==> src/rtl/fpro_bus_bridge.sv <==
// Avalon-MM slave to FPro bus bridge.
// The top address bits select one of N_CS one-hot chip-select regions.
// FPro strobes are one cycle wide, and every fp_* output is registered.
// Reads wait READ_LAT cycles for the slave data before the bridge responds.
// An access to a region with no chip select completes with the normal timing.
// It returns UNMAPPED_DATA and raises the err_unmapped pulse.
module fpro_bus_bridge #(
  parameter int                FP_ADDR_W     = 21,
  parameter int                DATA_W        = 32,
  parameter int                N_CS          = 2,
  parameter int                READ_LAT      = 0,
  parameter logic [DATA_W-1:0] UNMAPPED_DATA = 32'hDEAD_BEEF,
  localparam int               SEL_W         = (N_CS > 1) ? $clog2(N_CS) : 1
) (
  input  logic                       clk_clk,
  input  logic                       reset_reset_n,
  input  logic [FP_ADDR_W+SEL_W-1:0] av_address,
  input  logic                       av_read,
  input  logic                       av_write,
  input  logic [DATA_W-1:0]          av_writedata,
  output logic [DATA_W-1:0]          av_readdata,
  output logic                       av_waitrequest,
  output logic [FP_ADDR_W-1:0]       fp_address,
  output logic [DATA_W-1:0]          fp_writedata,
  input  logic [DATA_W-1:0]          fp_readdata,
  output logic                       fp_write,
  output logic                       fp_read,
  output logic [N_CS-1:0]            fp_cs,
  output logic                       err_unmapped
);

  localparam int LAT_W = (READ_LAT > 1) ? $clog2(READ_LAT) : 1;

  typedef enum logic [2:0] {IDLE, WR, RD, WAIT, RESP} state_t;

  state_t           state;
  logic [LAT_W-1:0] lat_cnt;
  logic             unmapped_q;

  logic [SEL_W-1:0] sel;
  logic             mapped;
  logic [N_CS-1:0]  cs_dec;

  // Decode the region from the live request; the result is used only in IDLE.
  assign sel    = av_address[FP_ADDR_W+SEL_W-1:FP_ADDR_W];
  assign mapped = ({1'b0, sel} < (SEL_W+1)'(N_CS));
  assign cs_dec = mapped ? (N_CS'(1) << sel) : '0;

  // The master is released only in the single completion cycle of each transfer.
  assign av_waitrequest = !((state == WR) || (state == RESP));

  // Transfer sequencer. The strobes and the error pulse default low, so each lasts one cycle.
  always_ff @(posedge clk_clk) begin
    if (!reset_reset_n) begin
      state        <= IDLE;
      lat_cnt      <= '0;
      unmapped_q   <= 1'b0;
      fp_write     <= 1'b0;
      fp_read      <= 1'b0;
      fp_cs        <= '0;
      fp_address   <= '0;
      fp_writedata <= '0;
      av_readdata  <= '0;
      err_unmapped <= 1'b0;
    end else begin
      fp_write     <= 1'b0;
      fp_read      <= 1'b0;
      err_unmapped <= 1'b0;
      case (state)
        IDLE: begin
          // A write takes priority when the master asserts write and read together.
          if (av_write) begin
            fp_address   <= av_address[FP_ADDR_W-1:0];
            fp_writedata <= av_writedata;
            fp_cs        <= cs_dec;
            fp_write     <= mapped;
            unmapped_q   <= !mapped;
            err_unmapped <= !mapped;
            state        <= WR;
          end else if (av_read) begin
            fp_address <= av_address[FP_ADDR_W-1:0];
            fp_cs      <= cs_dec;
            fp_read    <= mapped;
            unmapped_q <= !mapped;
            state      <= RD;
          end
        end
        WR: begin
          fp_cs <= '0;
          state <= IDLE;
        end
        RD: begin
          if (READ_LAT == 0) begin
            // With no slave latency, the data is valid in the same cycle as fp_read.
            av_readdata  <= unmapped_q ? UNMAPPED_DATA : fp_readdata;
            err_unmapped <= unmapped_q;
            fp_cs        <= '0;
            state        <= RESP;
          end else begin
            lat_cnt <= LAT_W'(READ_LAT - 1);
            state   <= WAIT;
          end
        end
        WAIT: begin
          // fp_cs and fp_address stay stable until the slave data is captured.
          if (lat_cnt == '0) begin
            av_readdata  <= unmapped_q ? UNMAPPED_DATA : fp_readdata;
            err_unmapped <= unmapped_q;
            fp_cs        <= '0;
            state        <= RESP;
          end else begin
            lat_cnt <= lat_cnt - 1'b1;
          end
        end
        RESP: begin
          state <= IDLE;
        end
        default: state <= IDLE;
      endcase
    end
  end

endmodule

==> config.mk <==
export PLATFORM = sky130hd
export DESIGN_NAME = fpro_bus_bridge
export DESIGN_NICKNAME = d
export VERILOG_FILES = /design/src/rtl/fpro_bus_bridge.sv
export SDC_FILE = /design/constraint.sdc
export NUM_CORES = 1
export LEC_CHECK = 0
export ABC_CLOCK_PERIOD_IN_PS = 1650
export BUFFER_PORTS_ARGS = -buffer_cell sky130_fd_sc_hd__buf_4
export CORE_AREA = 3 3 93 95
export DETAILED_ROUTE_END_ITERATION = 16
export DIE_AREA = 0 0 96 98
export GPL_TIMING_DRIVEN = 0
export PLACE_DENSITY = 0.78
export SLEW_MARGIN = 0
export SYNTH_ARGS = -nofsm -noshare
export SYNTH_HDL_FRONTEND = slang
export SYNTH_SLANG_ARGS = --single-unit
==> constraint.sdc <==
create_clock -name clk_clk -period 1.65 [get_ports clk_clk]
set_clock_uncertainty 0.05 [all_clocks]
set_input_delay 0.33 -clock clk_clk [delete_from_list [all_inputs] [get_ports clk_clk]]
set_output_delay 0.33 -clock clk_clk [all_outputs]
set_load 0.005 [all_outputs]
After elaboration in Yosys (flattened, before gate mapping)
Cells that the tools add are included. Widths: inputs -> output; s select.

Flip-flop bits (word level): 95. Bits of input ports: 90. Output and inout bits: 91. Logic and storage cells: 54.

Add/sub/neg operators: 1. Equal/unequal tests: 6. Shift operators: 1. Muxes and demuxes: 20. Bitwise gates (word level): 2. Reduce and logical (&&, ||, !) cells: 14.

Operator list (count): $mux 32 (2); $pmux 32 s2 (1); $mux 21 (2); $reduce_and 2->1 (5); $mux 3 (3); $pmux 3 s3 (1); $eq 3x2->1 const B (2); $mux 1 (6); $mux 2 (3); $pmux 2 s3 (1); $reduce_bool 2->1 (2); $eq 3x1->1 const B (1); $eq 3x3->1 const B (1); $logic_not 3->1 (1); $ne 3x3->1 const B (1); $reduce_and 3->1 (1); $reduce_bool 3->1 (1); $reduce_or 3->1 (1); $ne 2x2->1 const B (1); $not 1->1 (2); $pmux 1 s2 (1); $reduce_or 2->1 (1); $shl 1x1->2 const A (1); $logic_not 1->1 (1); 2 further kinds (2).

Logic depth before layout (Yosys ltp)
Gate-level depths: netlist (run 1).

Depth in word-level cells: 4. Gate-level depth with buffers: 6.

Worst setup path after synthesis (run 1)
OpenSTA, ideal clock, no wires.

Path type: register to register. From: register state[2]. To: register fp_address[0]. Data arrival time: 1238 ps. Required time: 1528 ps. Path slack: 290 ps. Cell stages (with the launch flop): 5. Buffers on the path: 2. Clock period less this slack: 1360 ps. Cells stage by stage: dfxtp_1 buf_6 nor4_4 buf_6 mux2i_1.

Word-level cells in the longest chain between the ends: 2.

RTL lines: start: declaration (line 36) `state_t state;`; start signal: assignment (line 55) `state <= IDLE;`; start signal: assignment (line 79) `state <= WR;`; start signal: assignment (line 85) `state <= RD;`; $logic_not 3->1 (line 69) `case (state)`; $reduce_and 2->1 (no source line); end signal: assignment (line 73) `fp_address <= av_address[FP_ADDR_W-1:0];`; end signal: assignment (line 81) `fp_address <= av_address[FP_ADDR_W-1:0];`; end: declaration (line 23) `output logic [FP_ADDR_W-1:0] fp_address,`.

No other way between the ends. A chain may end at the register's enable or synchronous reset.

Worst setup path in the final report (run 1)
From: register state[0]. To: output port av_waitrequest.

Word-level cells in the longest chain between the ends: 3.

RTL lines: $eq 3x1->1 / $eq 3x3->1 (equally long branches) (line 50) `assign av_waitrequest = !((state == WR) || (state == RESP));`; $logic_or 1x1->1 * (line 50); $logic_not 1->1 * (line 50); end: declaration (line 22) `output logic av_waitrequest,`.

Mark *: on every way between the ends. The rest lies on a longest branch, timed or not.

==> flow_summary.toml, run 1 <==
[global_routing]
gr-total-overflow = 0
grt_antenna_before_repair = 0
grt_pass1_vias = 3221
grt_usage_pct = 20.3
grt_pass1_wl_mm = 15.2
grt_max_degree = 16

[worst_setup_path]
cp_data_required_time_ns = 1.27
startpoint = "state[0]"
cpMaxStageDelayCell = "dfxtp_1"
crit_family = "flip-flops"
crit_fanout = 6
reg2reg_setup_slack_ns = 0.14
path_common_cell = "buf_4"
cp_cell_sequence = "buf_4 > xor2_1 > nand2b_1 > buf_4"
start_kind = "flip-flop"
crit_buf_inv = 2
cp-end-kind = "primary output"
crit_cells = 4
cp-endpoint = "av_waitrequest"
critPathKind = "flip-flop to primary output"
r2r_end = "fp_address[20]"
max_stage_delay_ns = 0.31
rr_worst_depth = 4
crit_arrival_ns = 1.17
timing.rr.start = "state[0]"

[placement]
routabilityCongestion = 0.746
dpl.hpwl_mm = 7.52
port_buffers = 178

[clock_tree]
clkSlewWorstSetupHoldPaths_ns = 0.09
cts_num_sinks = 92
cts_tree = "done"
insertion_delay_ns = 0.34
cts_buffer_depth = 2
post-cts-setup-buffer-count = 0
cts_buffers = 9
hold_buffers = 0
cts-root-buf = "clkbuf_8"
cts_resized = 0
htreeDepth = 3

[logic_synthesis]
syn_nets = 494
avgSynthCellArea_sq_um = 8.67
ys_warn_count = 0
ys_seq_area_share_pct = 52.6
netlist_instances = 404
synth.distinct_cells = 24
yosys_register_bits = 92
synth_area_sq_um = 3500

[sta]
hold_viol = 0
setup_violations = 0
setup_tns_ns = 0
finalCriticalPeriod_ns = 1.55
final_max_slew_viol_count = 0
max_freq_ghz = 0.645
post-route-period-util_pct = 93.9
rsz0062_at_grt = "false"

[detailed_routing]
drt_iter0_drc = 79
drt_wl_total_mm = 9.74
firstDrtPassIters = 4
detail-route-antenna-nets = 0
vias_per_cell = 4.80
vias = 3358
wl_per_cell_um = 13.9
post-route-drc-count = 0

[power_and_ir_drop]
leakagePower_nw = 2.36
vdd_drop_max_mv = 0.440
total_power_mw = 4.68
p_per_area_nw_per_um2 = 908

[floorplan]
dieArea_sq_um = 9410
fp-row-count = 32
fp.dieW_um = 96
die_h_um = 98
core_sq_um = 7810
initial_utilization_pct = 44.9
io-pin-count = 181

[final_layout]
fin_nets = 683
fillers = 676
areaGrowthSynthToFinish_pct = 47.2
diodes = 0
utilization_pct = 66.0
drive_above_1_share_pct = 36.0

[flow_run]
maxCapViolations = 0

[hold_path]
hold_path_class = "primary input to flip-flop"

[run_status]
run_status = "completed"
[sequential cells by signal, indices dropped and copies added, names as in the netlist]
| signal | flops |
|---|---|
| av_readdata | 32 |
| fp_writedata | 32 |
| fp_address | 21 |
| state | 3 |
| fp_cs | 2 |
| fp_read | 1 |
| fp_write | 1 |
[metal layers]
layer | wire [um] | GRT usage, %
met1 | 4010 | 24.3
met2 | 4650 | 34.1
met3 | 957 | 6.39
met5 | 0 | 0
met4 | 123 | 6.46
[Yosys cell counts, drive strengths merged]
library cell	count	area (sq um)
nand2	139	522
dfxtp	92	1840
nand3	34	170
a21boi	32	240
o21ai	32	160
buf	23	156
mux2i	23	230
clkbuf	13	48.8
and2	3	18.8
nand2b	3	18.8
nor4	3	33.8
and2b	1	7.51
conb	1	3.75
nand3b	1	7.51
nor2	1	3.75
nor4b	1	23.8
o21bai	1	7.51
xor2	1	8.76
[cell usage in the layout, fill, tap and decap left out, types with 2 or more instances in the layout]
cell and instances:
buf_4 181, nand2_1 139, dfxtp_1 92, nand3_1 34, o21ai_0 29, mux2i_1 23
a21boi_0 19, clkbuf_1 13, a21boi_1 13, buf_2 11, clkbuf_8 9, buf_6 6
nand2b_1 3, o21ai_1 3, buf_1 3, and2_1 3, nor4_1 2, clkinv_2 2
[kinds of logic (layout without fill, tap and decap cells)]
family,Yosys count,in the layout,share of synthesized area [%]
and+or+nand+nor,186,186,23.0
xor gates and xnor gates,1,1,0.250
DFF,92,92,52.6
buffers and inverters,36,229,5.86
muxes,23,23,6.57
AOI/OAI and AO/OA,65,65,11.6
other,1,1,0.107
[area by class of cell]
class / count / area [sq um] / share of cell area (%)
Sequential cell: 92 / 1840 / 35.7
Clock buffer: 9 / 124 / 2.40
Clock inverter: 6 / 65.1 / 1.26
Tap cell: 102 / 128 / 2.48
Multi-Input combinational cell: 276 / 1460 / 28.2
Buffer: 36 / 205 / 3.98
Timing Repair Buffer: 178 / 1340 / 25.9
[tightest hold or removal path, stage by stage]
cell	delay (ns)
buf_4	0.08
nand3_1	0.05
o21ai_0	0.06
[per-stage QoR]
| step | area, sq um | worst slack [ns] | instances | hold WS [ns] |
|---|---|---|---|---|
| after detailed placement | 4970 | 0.00953 | 684 | 0.395 |
| after CTS | 5160 | 0.0807 | 699 | 0.134 |
| after floorplan | 3500 | 0.290 | 404 | 0.395 |
| after global placement | 4970 | 0.0611 | 684 | 0.388 |
| final | 5160 | 0.100 | 699 | 0.145 |
| after global routing | 5160 | 0.0167 | 699 | 0.143 |
[worst min path at each step]
| stage | from | endpoint | cells after the start |
|---|---|---|---|
| 2_1_floorplan | fp_writedata[4] | fp_writedata[4] | 2 |
| 6_report | av_writedata[10] | fp_writedata[10] | 3 |
| 4_1_cts | av_writedata[15] | fp_writedata[15] | 3 |
| 5_1_grt | av_writedata[17] | fp_writedata[17] | 3 |
| 3_3_place_gp | fp_writedata[8] | fp_writedata[8] | 2 |
| 3_5_place_dp | fp_writedata[7] | fp_writedata[7] | 2 |
[report_power, final]
group / total [mW] / internal [mW] / switching [mW]
Sequential: 2.42 / 2.35 / 0.0708
Combinational: 0.774 / 0.439 / 0.335
Clock: 1.48 / 0.695 / 0.787
(Power assumes the default switching activity.)
==> inputs of run 2 (changes only) <==
- ABC_CLOCK_PERIOD_IN_PS: 1650 -> 1700
- BUFFER_PORTS_ARGS: -buffer_cell sky130_fd_sc_hd__buf_4 -> default
- DONT_BUFFER_PORTS: default -> 1
- PLACE_DENSITY: 0.78 -> default
- SKIP_CTS_REPAIR_TIMING: default -> 1
- clock period: 1.65 -> 1.7 ns (I/O delays scaled with it)
==> flow_summary.toml, run 2 (synthesis results as in run 1) <==
[power_and_ir_drop]
leakagePower_nw = 1.46
swShare_pct = 25.7
switchingPower_mw = 1.07
combPwrFrac_pct = 9.0
p_per_area_nw_per_um2 = 1090
p_int_mw = 3.10
vdd_drop_max_mv = 0.451
power_frac_seq_pct = 57.2
p_clk_share_pct = 33.7

[placement]
dpl.hpwl_mm = 6.28
port_buffers = 0
routabilityCongestion = 0.721
dp.cells = 506

[final_layout]
multiInputGateArea_sq_um = 1460
fillers = 746
instances_no_fill = 522
diodes = 0
drive_above_1_share_pct = 9.05
top_regs = "av_readdata (32), fp_writedata (32), fp_address (21)"
layout_common_cells = "nand2_1, dfxtp_1, nand3_1"
ff_latch_area_sq_um = 1840
areaGrowthSynthToFinish_pct = 9.29
final_common_cell = "nand2_1"
fin_nets = 505

[worst_setup_path]
crit_buf_inv = 2
crit_arrival_ns = 1.74
cp-end-kind = "flip-flop"
cp_cell_sequence = "buf_4 > nor4_4 > buf_6 > mux2i_1"
max_stage_delay_ns = 0.49
timing.rr.start = "state[0]"
crit_family = "simple AND/OR/NAND/NOR gates"
cpMaxStageDelayCell = "nor4_4"
start_kind = "flip-flop"
startpoint = "state[0]"
critPathKind = "flip-flop to flip-flop"
crit_fanout = 10
cp_data_required_time_ns = 1.93

[sta]
max_freq_ghz = 0.662
post-route-period-util_pct = 88.9
rsz0062_at_grt = "false"
setup_tns_ns = 0
final_max_slew_viol_count = 0
setup_violations = 0
hold_viol = 0
worst_pin_slew_ns = 0.500
max_slew_margin_pct = 66.4
finalCriticalPeriod_ns = 1.51

[clock_tree]
cts_num_sinks = 92
cts_tree = "done"
insertion_delay_ns = 0.34
cts_buffer_depth = 2
clkSlewWorstSetupHoldPaths_ns = 0.09
htreeDepth = 3
cts_buffers = 9
cts-root-buf = "clkbuf_8"

[detailed_routing]
vias = 2656
firstDrtPassIters = 4
post-route-drc-count = 0
drt_iter0_drc = 51
drt_wl_total_mm = 8.25
wl_per_cell_um = 15.8
vias_per_cell = 5.09
detail-route-antenna-nets = 0

[floorplan]
fp-row-count = 32
initial_utilization_pct = 44.9
core_sq_um = 7810
fp.dieW_um = 96
io-pin-count = 181
dieArea_sq_um = 9410
die_h_um = 98

[global_routing]
grt_usage_pct = 17.0
grt_max_degree = 16
grt_antenna_before_repair = 0
grt_pass1_wl_mm = 12.8
grt_pass1_vias = 2496
gr-total-overflow = 0

[flow_run]
maxCapViolations = 0

[run_status]
run_status = "completed"

[hold_path]
min_from = "av_address[10]"
hold_path_class = "primary input to flip-flop"
==> run 2: cell types whose count changed in the layout (fill, tap and decap cells not counted) <==
| cell | change |
|---|---|
| clkinv_2 | -2 |
| bufinv_16 | -1 |
| buf_4 | -178 |
| clkbuf_8 | +3 |
| clkinv_4 | +1 |
| inv_6 | -1 |
| clkinvlp_4 | +1 |
==> run 2: path summary, 6_finish.rpt <==
| kind | to | cells after the start | slack, ns |
|---|---|---|---|
| hold / removal | fp_address[10] | 2 | 0.07 |
| setup reg to reg | fp_address[1] | 4 | 0.19 |
| setup / recovery | fp_address[1] | 4 | 0.19 |
| hold reg to reg | av_readdata[16] | 2 | 0.43 |
==> run 2: cell type report <==
class                   instances  area share (%)
clock inverters                 4           0.850
flip-flops and latches         92            48.1
clock buffers                  12            4.31
multi-input cells             276            38.0
plain buffers                  36            5.36
well taps                     102            3.33
==> run 2: metal layers <==
layer,GRT usage (%),vias up,wire (um)
met1,21.1,1185,3370
met2,26.5,123,3770
li1,-,1340,-
met3,7.24,8,1020
met4,5.58,0,87
met5,0,-,0
==> run 2: worst reg2reg max path, stage by stage (launching register included) <==
cell	delay, ns
dfxtp_1	0.30
buf_4	0.16
nor4_4	0.49
buf_6	0.24
mux2i_1	0.21
==> run 2: power groups by stage <==
stage | registers [mW] | logic [mW] | clock network, mW
after floorplan | 2.41 | 0.310 | 0
after global placement | 2.44 | 0.372 | 0
after detailed placement | 2.44 | 0.384 | 0
after CTS | 2.39 | 0.384 | 1.47
after global routing | 2.40 | 0.428 | 1.57
final | 2.39 | 0.377 | 1.41
==> run 2: through the flow <==
| stage | instance area, sq um | setup slack (ns) | hold slack [ns] | utilization, % | power [mW] |
|---|---|---|---|---|---|
| final | 3830 | 0.189 | 0.0700 | 49.0 | 4.17 |
| after CTS | 3830 | 0.150 | 0.0475 | 49.0 | 4.25 |
| after global routing | 3830 | 0.0549 | 0.0441 | 49.0 | 4.40 |
| after detailed placement | 3630 | 0.0932 | 0.417 | 46.5 | 2.82 |
| after global placement | 3630 | 0.120 | 0.411 | 46.5 | 2.81 |
| after floorplan | 3500 | 0.340 | 0.395 | - | 2.72 |
==> inputs of run 3 (changes only) <==
- PLACE_DENSITY: default -> 0.59
==> flow_summary.toml, run 3 (synthesis results as in run 1) <==
[final_layout]
final_common_cell = "nand2_1"
fin_nets = 505
layout_common_cells = "nand2_1, dfxtp_1, nand3_1"
areaGrowthSynthToFinish_pct = 10.5
utilization_pct = 49.6
fillers = 750
drive_above_1_share_pct = 8.59
diodes = 0
top_regs = "av_readdata (32), fp_writedata (32), fp_address (21)"

[placement]
routabilityCongestion = 0.714
port_buffers = 0
dpl.hpwl_mm = 6.36

[detailed_routing]
drt_wl_total_mm = 8.44
firstDrtPassIters = 4
detail-route-antenna-nets = 0
vias_per_cell = 5.11
post-route-drc-count = 0
wl_per_cell_um = 16.2
vias = 2661
drt_iter0_drc = 75

[worst_setup_path]
crit_fanout = 10
cp-endpoint = "fp_address[11]"
rr_worst_depth = 4
crit_buf_inv = 2
crit_arrival_ns = 1.74
cp_cell_sequence = "buf_4 > nor4_4 > buf_6 > mux2i_1"
max_stage_delay_ns = 0.49
cpMaxStageDelayCell = "nor4_4"
crit_family = "simple AND/OR/NAND/NOR gates"
start_kind = "flip-flop"
cp-end-kind = "flip-flop"
r2r_end = "fp_address[11]"
critPathKind = "flip-flop to flip-flop"
timing.rr.start = "state[0]"
reg2reg_setup_slack_ns = 0.19
startpoint = "state[0]"
cp_data_required_time_ns = 1.93
crit_cells = 4

[power_and_ir_drop]
p_per_area_nw_per_um2 = 1170
leakagePower_nw = 1.48
vdd_drop_max_mv = 0.503

[floorplan]
fp.dieW_um = 96
io-pin-count = 181
dieArea_sq_um = 9410
fp-row-count = 32
die_h_um = 98
core_sq_um = 7810
initial_utilization_pct = 44.9

[run_status]
run_status = "completed"

[global_routing]
gr-total-overflow = 0
grt_pass1_wl_mm = 13.4
grt_pass1_vias = 2596
grt_max_degree = 15
grt_antenna_before_repair = 0
grt_usage_pct = 18.0

[sta]
final_max_slew_viol_count = 0
finalCriticalPeriod_ns = 1.51
post-route-period-util_pct = 88.8
max_freq_ghz = 0.663
setup_violations = 0
hold_viol = 0
max_slew_margin_pct = 66.8
setup_tns_ns = 0
rsz0062_at_grt = "false"
worst_pin_slew_ns = 0.495

[clock_tree]
cts_buffers = 9
clkSlewWorstSetupHoldPaths_ns = 0.09
insertion_delay_ns = 0.34
cts_tree = "done"
cts-root-buf = "clkbuf_8"
cts_num_sinks = 92
cts_buffer_depth = 2
htreeDepth = 3

[hold_path]
holdPathStages = 2
hold_path_class = "primary input to flip-flop"

[flow_run]
maxCapViolations = 0
## run 3: cell count changes in the layout (fill, tap and decap cells not counted)
cell,before,now
clkinvlp_4,2,1
clkinv_4,2,0
clkbuf_8,12,10
clkbuf_1,13,14
bufinv_16,0,3
## run 3: final cells by class
class                           instances  area (sq um)  area share (%)
Sequential cell                        92          1840            47.6
Multi-Input combinational cell        276          1460            37.6
Buffer                                 36           205            5.30
Clock buffer                           11           141            3.65
Tap cell                              102           128            3.30
Clock inverter                          4          97.6            2.52
## run 3: power by group
group,switching [mW],internal (mW),leakage [nW]
clock,0.742,1.01,0.116
sequential,0.101,2.28,0.753
combinational,0.220,0.158,0.610
## run 3: how the worst min path moves through the flow
stage	startpoint	end	slack, ns
floorplan	fp_writedata[4]	fp_writedata[4]	0.39
global placement	fp_writedata[7]	fp_writedata[7]	0.41
detailed placement	fp_writedata[4]	fp_writedata[4]	0.42
CTS	fp_readdata[28]	av_readdata[28]	0.05
global route	fp_readdata[10]	av_readdata[10]	0.05
finish	av_writedata[7]	fp_writedata[7]	0.07
## run 3: metal layers
layer  routed length, um  global-route usage [%]
met5                   0                       0
met4                  87                    5.91
met3                1030                    7.70
met2                3860                    28.6
met1                3460                    21.7
## run 3: through the flow
stage          std cells  worst slack (ns)  power (mW)  instance area [sq um]  hold slack [ns]
2_1_floorplan        404             0.340        2.72                   3500            0.395
3_3_place_gp         506             0.114        2.81                   3630            0.410
3_5_place_dp         506            0.0618        2.82                   3630            0.419
4_1_cts              521             0.152        4.57                   3870           0.0494
5_1_grt              521            0.0295        4.74                   3870           0.0456
6_report             521             0.191        4.52                   3870           0.0695
## run 3: worst register-to-register path, stage by stage (launching register included)
cell and delay, ns:
dfxtp_1 0.30, buf_4 0.16, nor4_4 0.49, buf_6 0.24
mux2i_1 0.20
